## src/rtl/cpu_control_unit.sv

```systemverilog
// Multicycle RV32I control FSM: sequences fetch/decode/execute, drives every datapath strobe,
// and owns the data-bus handshake with a wait-state timeout that halts the core.
module cpu_control_unit #(
   parameter int BUS_TIMEOUT = 255
) (
   input  logic        i_Clk,
   input  logic        i_Rst,
   input  logic [31:0] i_Instruction,
   input  logic        i_ALUZero,
   input  logic        i_Bus_Ready,
   output logic        o_PCWrite,
   output logic        o_IRegWR,
   output logic        o_REGWriteEn,
   output logic [1:0]  o_REGWriteSrc,
   output logic [3:0]  o_ALUOpCode,
   output logic [1:0]  o_ALUSrcASel,
   output logic [1:0]  o_ALUSrcBSel,
   output logic        o_Bus_RE,
   output logic        o_Bus_WE,
   output logic        o_Halted,
   output logic [1:0]  o_Fault
);

   localparam int CW = (BUS_TIMEOUT < 2) ? 1 : $clog2(BUS_TIMEOUT + 1);

   localparam logic [6:0] OPC_LOAD   = 7'b0000011;
   localparam logic [6:0] OPC_FENCE  = 7'b0001111;
   localparam logic [6:0] OPC_OPIMM  = 7'b0010011;
   localparam logic [6:0] OPC_AUIPC  = 7'b0010111;
   localparam logic [6:0] OPC_STORE  = 7'b0100011;
   localparam logic [6:0] OPC_OP     = 7'b0110011;
   localparam logic [6:0] OPC_LUI    = 7'b0110111;
   localparam logic [6:0] OPC_BRANCH = 7'b1100011;
   localparam logic [6:0] OPC_JALR   = 7'b1100111;
   localparam logic [6:0] OPC_JAL    = 7'b1101111;
   localparam logic [6:0] OPC_SYSTEM = 7'b1110011;

   localparam logic [3:0] ALU_ADD   = 4'h0;
   localparam logic [3:0] ALU_SUB   = 4'h1;
   localparam logic [3:0] ALU_SLL   = 4'h2;
   localparam logic [3:0] ALU_SLT   = 4'h3;
   localparam logic [3:0] ALU_SLTU  = 4'h4;
   localparam logic [3:0] ALU_XOR   = 4'h5;
   localparam logic [3:0] ALU_SRL   = 4'h6;
   localparam logic [3:0] ALU_SRA   = 4'h7;
   localparam logic [3:0] ALU_OR    = 4'h8;
   localparam logic [3:0] ALU_AND   = 4'h9;
   localparam logic [3:0] ALU_PASSB = 4'hA;

   localparam logic [1:0] FLT_ILLEGAL = 2'd1;
   localparam logic [1:0] FLT_TIMEOUT = 2'd2;
   localparam logic [1:0] FLT_SYSTEM  = 2'd3;

   typedef enum logic [3:0] {
      S_FETCH0, S_FETCH1, S_DECODE, S_EXEC, S_JUMP,
      S_BRANCH, S_BR_TAKE, S_LOAD, S_STORE, S_HALT
   } state_t;

   state_t          r_State, w_NextState;
   logic [1:0]      r_Fault, w_NextFault;
   logic [CW-1:0]   r_WaitCnt;

   logic [6:0] w_Opcode;
   logic [2:0] w_Funct3;
   logic [6:0] w_Funct7;
   logic       w_RdNZ;
   logic       w_OpLegal;
   logic       w_BrLegal;
   logic       w_MemLegal;
   logic       w_AluAlt;
   logic [3:0] w_AluFn;
   logic [3:0] w_BrAluFn;
   logic       w_BrTaken;
   logic       w_TimeoutHit;
   logic       w_unused;

   assign w_Opcode   = i_Instruction[6:0];
   assign w_Funct3   = i_Instruction[14:12];
   assign w_Funct7   = i_Instruction[31:25];
   assign w_RdNZ     = (i_Instruction[11:7] != 5'd0);
   assign w_unused   = ^i_Instruction[24:15];

   assign w_OpLegal  = (w_Funct7 == 7'h00) ||
                       ((w_Funct7 == 7'h20) && ((w_Funct3 == 3'b000) || (w_Funct3 == 3'b101)));
   assign w_BrLegal  = (w_Funct3[2:1] != 2'b01);
   assign w_MemLegal = (w_Funct3 == 3'b010);

   // OP-IMM only honours bit 30 for SRAI; ADDI must never become a subtract.
   assign w_AluAlt   = i_Instruction[30] && ((w_Opcode == OPC_OP) || (w_Funct3 == 3'b101));

   // BEQ/BGE/BGEU take on zero, BNE/BLT/BLTU on non-zero.
   assign w_BrTaken  = i_ALUZero ^ (w_Funct3[0] ^ w_Funct3[2]);

   assign w_TimeoutHit = (BUS_TIMEOUT != 0) && (r_WaitCnt == CW'(BUS_TIMEOUT - 1));

   assign o_Fault = r_Fault;

   always_comb begin
      w_AluFn = ALU_ADD;
      case (w_Funct3)
         3'b000:  w_AluFn = w_AluAlt ? ALU_SUB : ALU_ADD;
         3'b001:  w_AluFn = ALU_SLL;
         3'b010:  w_AluFn = ALU_SLT;
         3'b011:  w_AluFn = ALU_SLTU;
         3'b100:  w_AluFn = ALU_XOR;
         3'b101:  w_AluFn = w_AluAlt ? ALU_SRA : ALU_SRL;
         3'b110:  w_AluFn = ALU_OR;
         default: w_AluFn = ALU_AND;
      endcase
   end

   always_comb begin
      w_BrAluFn = ALU_SUB;
      case (w_Funct3[2:1])
         2'b10:   w_BrAluFn = ALU_SLT;
         2'b11:   w_BrAluFn = ALU_SLTU;
         default: w_BrAluFn = ALU_SUB;
      endcase
   end

   always_ff @(posedge i_Clk) begin
      if (i_Rst) begin
         r_State   <= S_FETCH0;
         r_Fault   <= '0;
         r_WaitCnt <= '0;
      end else begin
         r_State <= w_NextState;
         r_Fault <= w_NextFault;
         if (r_State == S_DECODE)
            r_WaitCnt <= '0;
         else if (((r_State == S_LOAD) || (r_State == S_STORE)) && !i_Bus_Ready)
            r_WaitCnt <= r_WaitCnt + CW'(1);
      end
   end

   always_comb begin
      w_NextState   = r_State;
      w_NextFault   = r_Fault;
      o_PCWrite     = 1'b0;
      o_IRegWR      = 1'b0;
      o_REGWriteEn  = 1'b0;
      o_REGWriteSrc = 2'd0;
      o_ALUOpCode   = ALU_ADD;
      o_ALUSrcASel  = 2'd0;
      o_ALUSrcBSel  = 2'd0;
      o_Bus_RE      = 1'b0;
      o_Bus_WE      = 1'b0;
      o_Halted      = 1'b0;
      case (r_State)
         S_FETCH0: w_NextState = S_FETCH1;
         S_FETCH1: begin
            o_IRegWR     = 1'b1;
            o_PCWrite    = 1'b1;
            o_ALUSrcASel = 2'd1;
            o_ALUSrcBSel = 2'd1;
            w_NextState  = S_DECODE;
         end
         S_DECODE: begin
            w_NextState = S_HALT;
            w_NextFault = FLT_ILLEGAL;
            case (w_Opcode)
               OPC_OP: if (w_OpLegal) begin
                  w_NextState = S_EXEC;
                  w_NextFault = r_Fault;
               end
               OPC_OPIMM, OPC_LUI, OPC_AUIPC: begin
                  w_NextState = S_EXEC;
                  w_NextFault = r_Fault;
               end
               OPC_JAL, OPC_JALR: begin
                  w_NextState = S_JUMP;
                  w_NextFault = r_Fault;
               end
               OPC_BRANCH: if (w_BrLegal) begin
                  w_NextState = S_BRANCH;
                  w_NextFault = r_Fault;
               end
               OPC_LOAD: if (w_MemLegal) begin
                  w_NextState = S_LOAD;
                  w_NextFault = r_Fault;
               end
               OPC_STORE: if (w_MemLegal) begin
                  w_NextState = S_STORE;
                  w_NextFault = r_Fault;
               end
               OPC_FENCE: begin
                  w_NextState = S_FETCH0;
                  w_NextFault = r_Fault;
               end
               OPC_SYSTEM: w_NextFault = FLT_SYSTEM;
               default: ;
            endcase
         end
         S_EXEC: begin
            o_REGWriteSrc = 2'd2;
            o_REGWriteEn  = w_RdNZ;
            w_NextState   = S_FETCH0;
            case (w_Opcode)
               OPC_OP: begin
                  o_ALUSrcASel = 2'd2;
                  o_ALUOpCode  = w_AluFn;
               end
               OPC_OPIMM: begin
                  o_ALUSrcASel = 2'd2;
                  o_ALUSrcBSel = 2'd2;
                  o_ALUOpCode  = w_AluFn;
               end
               OPC_LUI: begin
                  o_ALUSrcBSel = 2'd2;
                  o_ALUOpCode  = ALU_PASSB;
               end
               default: o_ALUSrcBSel = 2'd2;
            endcase
         end
         S_JUMP: begin
            o_REGWriteEn = w_RdNZ;
            o_PCWrite    = 1'b1;
            o_ALUSrcASel = (w_Opcode == OPC_JALR) ? 2'd2 : 2'd0;
            o_ALUSrcBSel = 2'd2;
            w_NextState  = S_FETCH0;
         end
         S_BRANCH: begin
            o_ALUSrcASel = 2'd2;
            o_ALUOpCode  = w_BrAluFn;
            w_NextState  = w_BrTaken ? S_BR_TAKE : S_FETCH0;
         end
         S_BR_TAKE: begin
            o_PCWrite    = 1'b1;
            o_ALUSrcBSel = 2'd2;
            w_NextState  = S_FETCH0;
         end
         S_LOAD: begin
            o_ALUSrcASel  = 2'd2;
            o_ALUSrcBSel  = 2'd2;
            o_Bus_RE      = 1'b1;
            o_REGWriteSrc = 2'd1;
            if (i_Bus_Ready) begin
               o_REGWriteEn = w_RdNZ;
               w_NextState  = S_FETCH0;
            end else if (w_TimeoutHit) begin
               w_NextState = S_HALT;
               w_NextFault = FLT_TIMEOUT;
            end
         end
         S_STORE: begin
            o_ALUSrcASel = 2'd2;
            o_ALUSrcBSel = 2'd2;
            o_Bus_WE     = 1'b1;
            if (i_Bus_Ready) begin
               w_NextState = S_FETCH0;
            end else if (w_TimeoutHit) begin
               w_NextState = S_HALT;
               w_NextFault = FLT_TIMEOUT;
            end
         end
         S_HALT: o_Halted = 1'b1;
         default: w_NextState = S_FETCH0;
      endcase
   end

endmodule

```

## config.mk

```make
export PLATFORM = sky130hd
export DESIGN_NAME = cpu_control_unit
export DESIGN_NICKNAME = d
export VERILOG_FILES = /design/src/rtl/cpu_control_unit.sv
export SDC_FILE = /design/constraint.sdc
export NUM_CORES = 1
export LEC_CHECK = 0
export CAP_MARGIN = 40
export CELL_PAD_IN_SITES_DETAIL_PLACEMENT = 0
export CELL_PAD_IN_SITES_GLOBAL_PLACEMENT = 1
export CORE_MARGIN = 2
export CORE_UTILIZATION = 32
export DETAILED_ROUTE_END_ITERATION = 8
export PLACE_DENSITY_LB_ADDON = 0.1
export SKIP_CTS_REPAIR_TIMING = 1
export SLEW_MARGIN = 20
export SYNTH_ARGS = -nofsm -noshare
export SYNTH_HDL_FRONTEND = slang
export SYNTH_SLANG_ARGS = --single-unit
```

## constraint.sdc

```tcl
create_clock -name i_Clk -period 3.5 [get_ports i_Clk]
set_input_delay 0.7 -clock i_Clk [delete_from_list [all_inputs] [get_ports i_Clk]]
set_output_delay 0.7 -clock i_Clk [all_outputs]
set_load 0.01 [all_outputs]
```

# --- Word level (Yosys, flattened, before mapping) ---
# Cells that the tools add are included.
op_classes:
  mux: 35
  eq_ne: 38
  n_bitwise: 3
  n_addsub: 1
  reduce_logical: 26
ops:
  columns: ["op", "n"]
  rows:
  - ["one-hot mux 4 bit (7 select lines)", 2]
  - ["== test 7 x 6 -> 1 bit (second input constant)", 4]
  - ["== test 7 bit (second input constant)", 4]
  - ["one-hot mux 4 bit (6 select lines)", 1]
  - ["two-way mux 4 bit", 5]
  - ["== test 4 x 3 -> 1 bit (second input constant)", 4]
  - ["two-way mux 2 bit", 8]
  - ["one-hot mux 4 bit (2 select lines)", 2]
  - ["== test 7 x 5 -> 1 bit (second input constant)", 2]
  - ["OR reduction 2 bit", 6]
  - ["one-hot mux 2 bit (5 select lines)", 1]
  - ["== test 3 bit (second input constant)", 3]
  - ["two-way mux 1 bit", 9]
  - ["inequality test 3 bit (second input constant)", 3]
  - ["OR reduction 3 bit", 3]
  - ["adder 8 x 1 -> 8 bit (second input constant)", 1]
  - ["== test 4 x 2 -> 1 bit (second input constant)", 2]
  - ["== test 4 bit (second input constant)", 2]
  - ["== test 8 bit (second input constant)", 1]
  - ["one-hot mux 2 bit (2 select lines)", 2]
  - ["one-hot mux 2 bit (4 select lines)", 1]
  - ["== test 7 x 2 -> 1 bit (second input constant)", 1]
  - ["== test 7 x 4 -> 1 bit (second input constant)", 1]
  - ["zero test 7 bit", 1]
  - ["24 further kinds", 34]
totals:
  word_cells: 106
  register_bits: 14
  output_inout_bits: 18

# --- Depth between registers and ports, before layout ---
logic_depth:
  ltp_word: 7
  mapped_depth: 7
  mapped_depth_nobuf: 7

# --- Worst setup path before layout ---
# Ideal clock, no wire load.
synth_path:
  kind: "input-to-output"
  start: "in i_Instruction[4]"
  end: "out o_ALUOpCode[0]"
  required_time_ns: 2.800
  arrival_ns: 2.023
  slack_ns: 0.777
  stages: 6
  path_cell_list: "clkbuf_1 inv_1 or4_1 a211oi_1 a21oi_1 nor2_1"
synth_between:
  elab_chain_len: 7
  word_cells_on_any_way: 11
  classes_between: "eq/ne: 3; mux: 5; reduce/logical: 3"
synth_lines:
  columns: ["item", "line", "text"]
  rows:
  - ["from (decl)", "8", "input logic [31:0] i_Instruction,"]
  - ["== test 7 x 6 -> 1 bit", "89, 198", null]
  - ["logical OR 1 bit", "89", "assign w_AluAlt = i_Instruction[30] && ((w_Opcode == OPC_OP) || (w_Funct3 == 3'b101));"]
  - ["logical AND 1 bit", "89", null]
  - ["two-way mux 1 bit", "101, 106", null]
  - ["one-hot mux 4 bit (7 select lines)", "100", "case (w_Funct3)"]
  - ["one-hot mux 4 bit (2 select lines) (*)", "198", "case (w_Opcode)"]
  - ["one-hot mux 4 bit (2 select lines) (*)", "149", "case (r_State)"]
  - ["to (decl)", "15", "output logic [3:0] o_ALUOpCode,"]
# Every way passes the cells marked *; elsewhere a longest branch is shown, timed or not.

# --- Worst setup path in the final report ---
layout_path:
  start: "in i_Instruction[3]"
  end: "out o_ALUOpCode[1]"
layout_between:
  elab_chain_len: 4
  word_cells_on_any_way: 6
  classes_between: "eq/ne: 3; mux: 2; reduce/logical: 1"
layout_lines:
  columns: ["item", "line"]
  rows:
  - ["== test 7 x 6 -> 1 bit / == test 7 x 5 -> 1 bit (equally long branches)", "198"]
  - ["OR reduction 2 bit (no source line)", null]
  - ["one-hot mux 4 bit (2 select lines) (*)", "198"]
  - ["one-hot mux 4 bit (2 select lines) (*)", "149"]
# Marks and branches as above.

==> qor.txt <==
status -> finished, final reports clean
metal2 WL -> 2000 um
Worst Path Required -> 2800 ps
core area -> 4000 um2
fraction of registers with async set/reset -> 0
post-detailed-route count of antenna-violating nets -> 0
clock root buffer -> clkbuf_8
highest routed layer -> met4
Starting Density -> 0.334
most common cell after layout, fill and taps aside -> clkdlybuf4s50_1
Final Wtd Congestion -> 0.832
Synthesis Warnings -> 0
clk_lat worst skew -> 240 ps
post-placement cell count -> 281
Die ar. -> 4700 um2
syn nets -> 225
PortBufs -> 43
diode count -> 0
Synth Register Bits -> 14
starting DRC count in detailed routing -> 58
Synth Flop Type -> dfxtp_1
H-Tree Level Count -> 1
Worst Clk Skew -> 1.85 ps
Max-slew headroom -> 0.638
vias per std cell -> 5.34
Num CTS Buffers -> 3
die width -> 68.6 um
Top delay family on crit path -> buffers and inverters
Area Growth Syn to Fin -> 46.5%
Slowest cell on crit path -> clkdlybuf4s50_1
CP Max Fanout -> 4
Worst Tran Pin Value -> 542 ps
vias in the first global route -> 1481
minimum clock period -> 3450 ps
Design Power -> 535 uW
TritonCTS clock tree -> built
most used cell, CP -> clkdlybuf4s50_1
IO Count -> 54
RSZ-0062 raised after global routing -> yes
CTS Sinks -> 14
P per Cell Area -> 273 nW/um2
site row count -> 23
critical path capture point type -> primary output
Post-Syn Area -> 1340 um2
crit start category -> primary input
Die Span Y -> 68.6 um
initial antenna violation count -> 0
CP Buf/Inv Count -> 3
Avg Cell Area, Syn -> 7.14 um2
maxcap violations -> 0
Post-synth EDFFs -> 0
Peak supply drop -> 0.0000985 V
WP data arrival -> 2750 ps
Final Slew Violations -> 0
post-synthesis sequential area ratio -> 0.210
HPWL Detailed -> 3170 um
Vias -> 1521
pin count of the biggest net entering global routing -> 17
DR pass1 iterations -> 7
most frequent cells in the layout -> 43 x clkdlybuf4s50_1, 23 x nor2_1, 16 x buf_4
Worst Hold Class -> reg -> reg
first-pass GRT wire length -> 6660 um
CP peak stage delay -> 530 ps
WS Path Type -> in -> out
per-cell routed wire length -> 14.0 um
routed wire length -> 3990 um
final setup violation count -> 0
cells after synthesis -> 187
Tcrit/Tclk final -> 0.987
worst-case clock buffer depth -> 2
FMAX -> 290 MHz
crit-path cells -> clkdlybuf4s50_1 > nand4bb_1 > or4_4 > buf_4 > nor2_1 > or3_1 > clkdlybuf4s50_1
metal1 wirelength -> 1840 um
final hold vios -> 0
non-filler cells, final -> 285
layout cells sized above 1 -> 0.136
DRC Markers -> 0
Yosys cell types -> 55
met3 wire len -> 113 um
Static Leakage -> 0.000710 uW
GRT Util Overall -> 0.184
grt ovf -> 0
Worst-path clk slew -> 60 ps
final net count -> 274
-- synthesized netlist by cell type (all sizes together) (5+ instances only) --
library cell | instances | area [um2]
a211oi | 7 | 57.6
a21oi | 12 | 71.3
buf | 5 | 32.5
clkbuf | 10 | 37.5
dfxtp | 14 | 280
inv | 8 | 30.0
nand2 | 15 | 56.3
nand3 | 7 | 35.0
nand4 | 5 | 31.3
nor2 | 24 | 90.1
nor2b | 7 | 43.8
nor3 | 6 | 35.0
o21ai | 9 | 45.0
xor2 | 6 | 52.6
-- cell type report --
| class | instances | area (um2) |
|---|---|---|
| inverter | 8 | 30.0 |
| clock buffer | 4 | 55.1 |
| sequential | 14 | 280 |
| timing repair buffer | 59 | 551 |
| tap | 50 | 62.6 |
| fill | 393 | 2040 |
| multi-input combinational | 150 | 977 |
-- flip-flops by register name, summed over array words and instances, names as in the netlist --
signal and count:
o_Fault 2, r_WaitCnt 8, r_State 4
-- routing by layer --
layer / track usage / vias to the layer above
li1: - / 781
met1: 0.227 / 705
met2: 0.339 / 33
met3: 0.0162 / 2
met4: 0.0450 / 0
met5: 0 / -
-- logic make-up after synthesis --
logic type	share of synthesized area
adder cells (fa/ha/maj)	0.0187
XOR/XNOR	0.0525
buffers and inverters	0.0750
AO/OA/AOI/OAI	0.257
AND/OR/NAND/NOR	0.387
flip-flops	0.210
-- worst paths after layout --
check	from	cells after the start	slack, ps	end
hold / removal	o_Fault[0]$_SDFFE_PP0P_	2	500	o_Fault[0]$_SDFFE_PP0P_
setup / recovery	i_Instruction[3]	7	50	o_ALUOpCode[1]
hold reg to reg	o_Fault[0]$_SDFFE_PP0P_	2	500	o_Fault[0]$_SDFFE_PP0P_
setup reg to reg	r_State[2]$_SDFFE_PP0P_	5	1320	r_State[3]$_SDFFE_PP0P_
-- report_power, final --
| group | switching [uW] | internal, uW |
|---|---|---|
| Sequential | 5.76 | 168 |
| Combinational | 101 | 105 |
| Clock | 55.8 | 99.4 |
-- worst min-delay path, stage by stage (launching register included) --
cell and delay (ps):
dfxtp_1 310, o21ai_1 70, a21oi_1 60
-- metrics by stage --
stage | utilization | worst slack (ps) | TNS, ps | cell area, um2 | hold WS, ps
global placement | 0.470 | 42.2 | 0 | 1880 | 466
finish | 0.489 | 47.0 | 0 | 1960 | 495
global route | 0.489 | -5.19 | -5.19 | 1960 | 546
detailed placement | 0.470 | 12.7 | 0 | 1880 | 498
CTS | 0.483 | 16.9 | 0 | 1930 | 506
floorplan | - | 777 | 0 | 1340 | 462
Power figures use the tool's default switching activity.
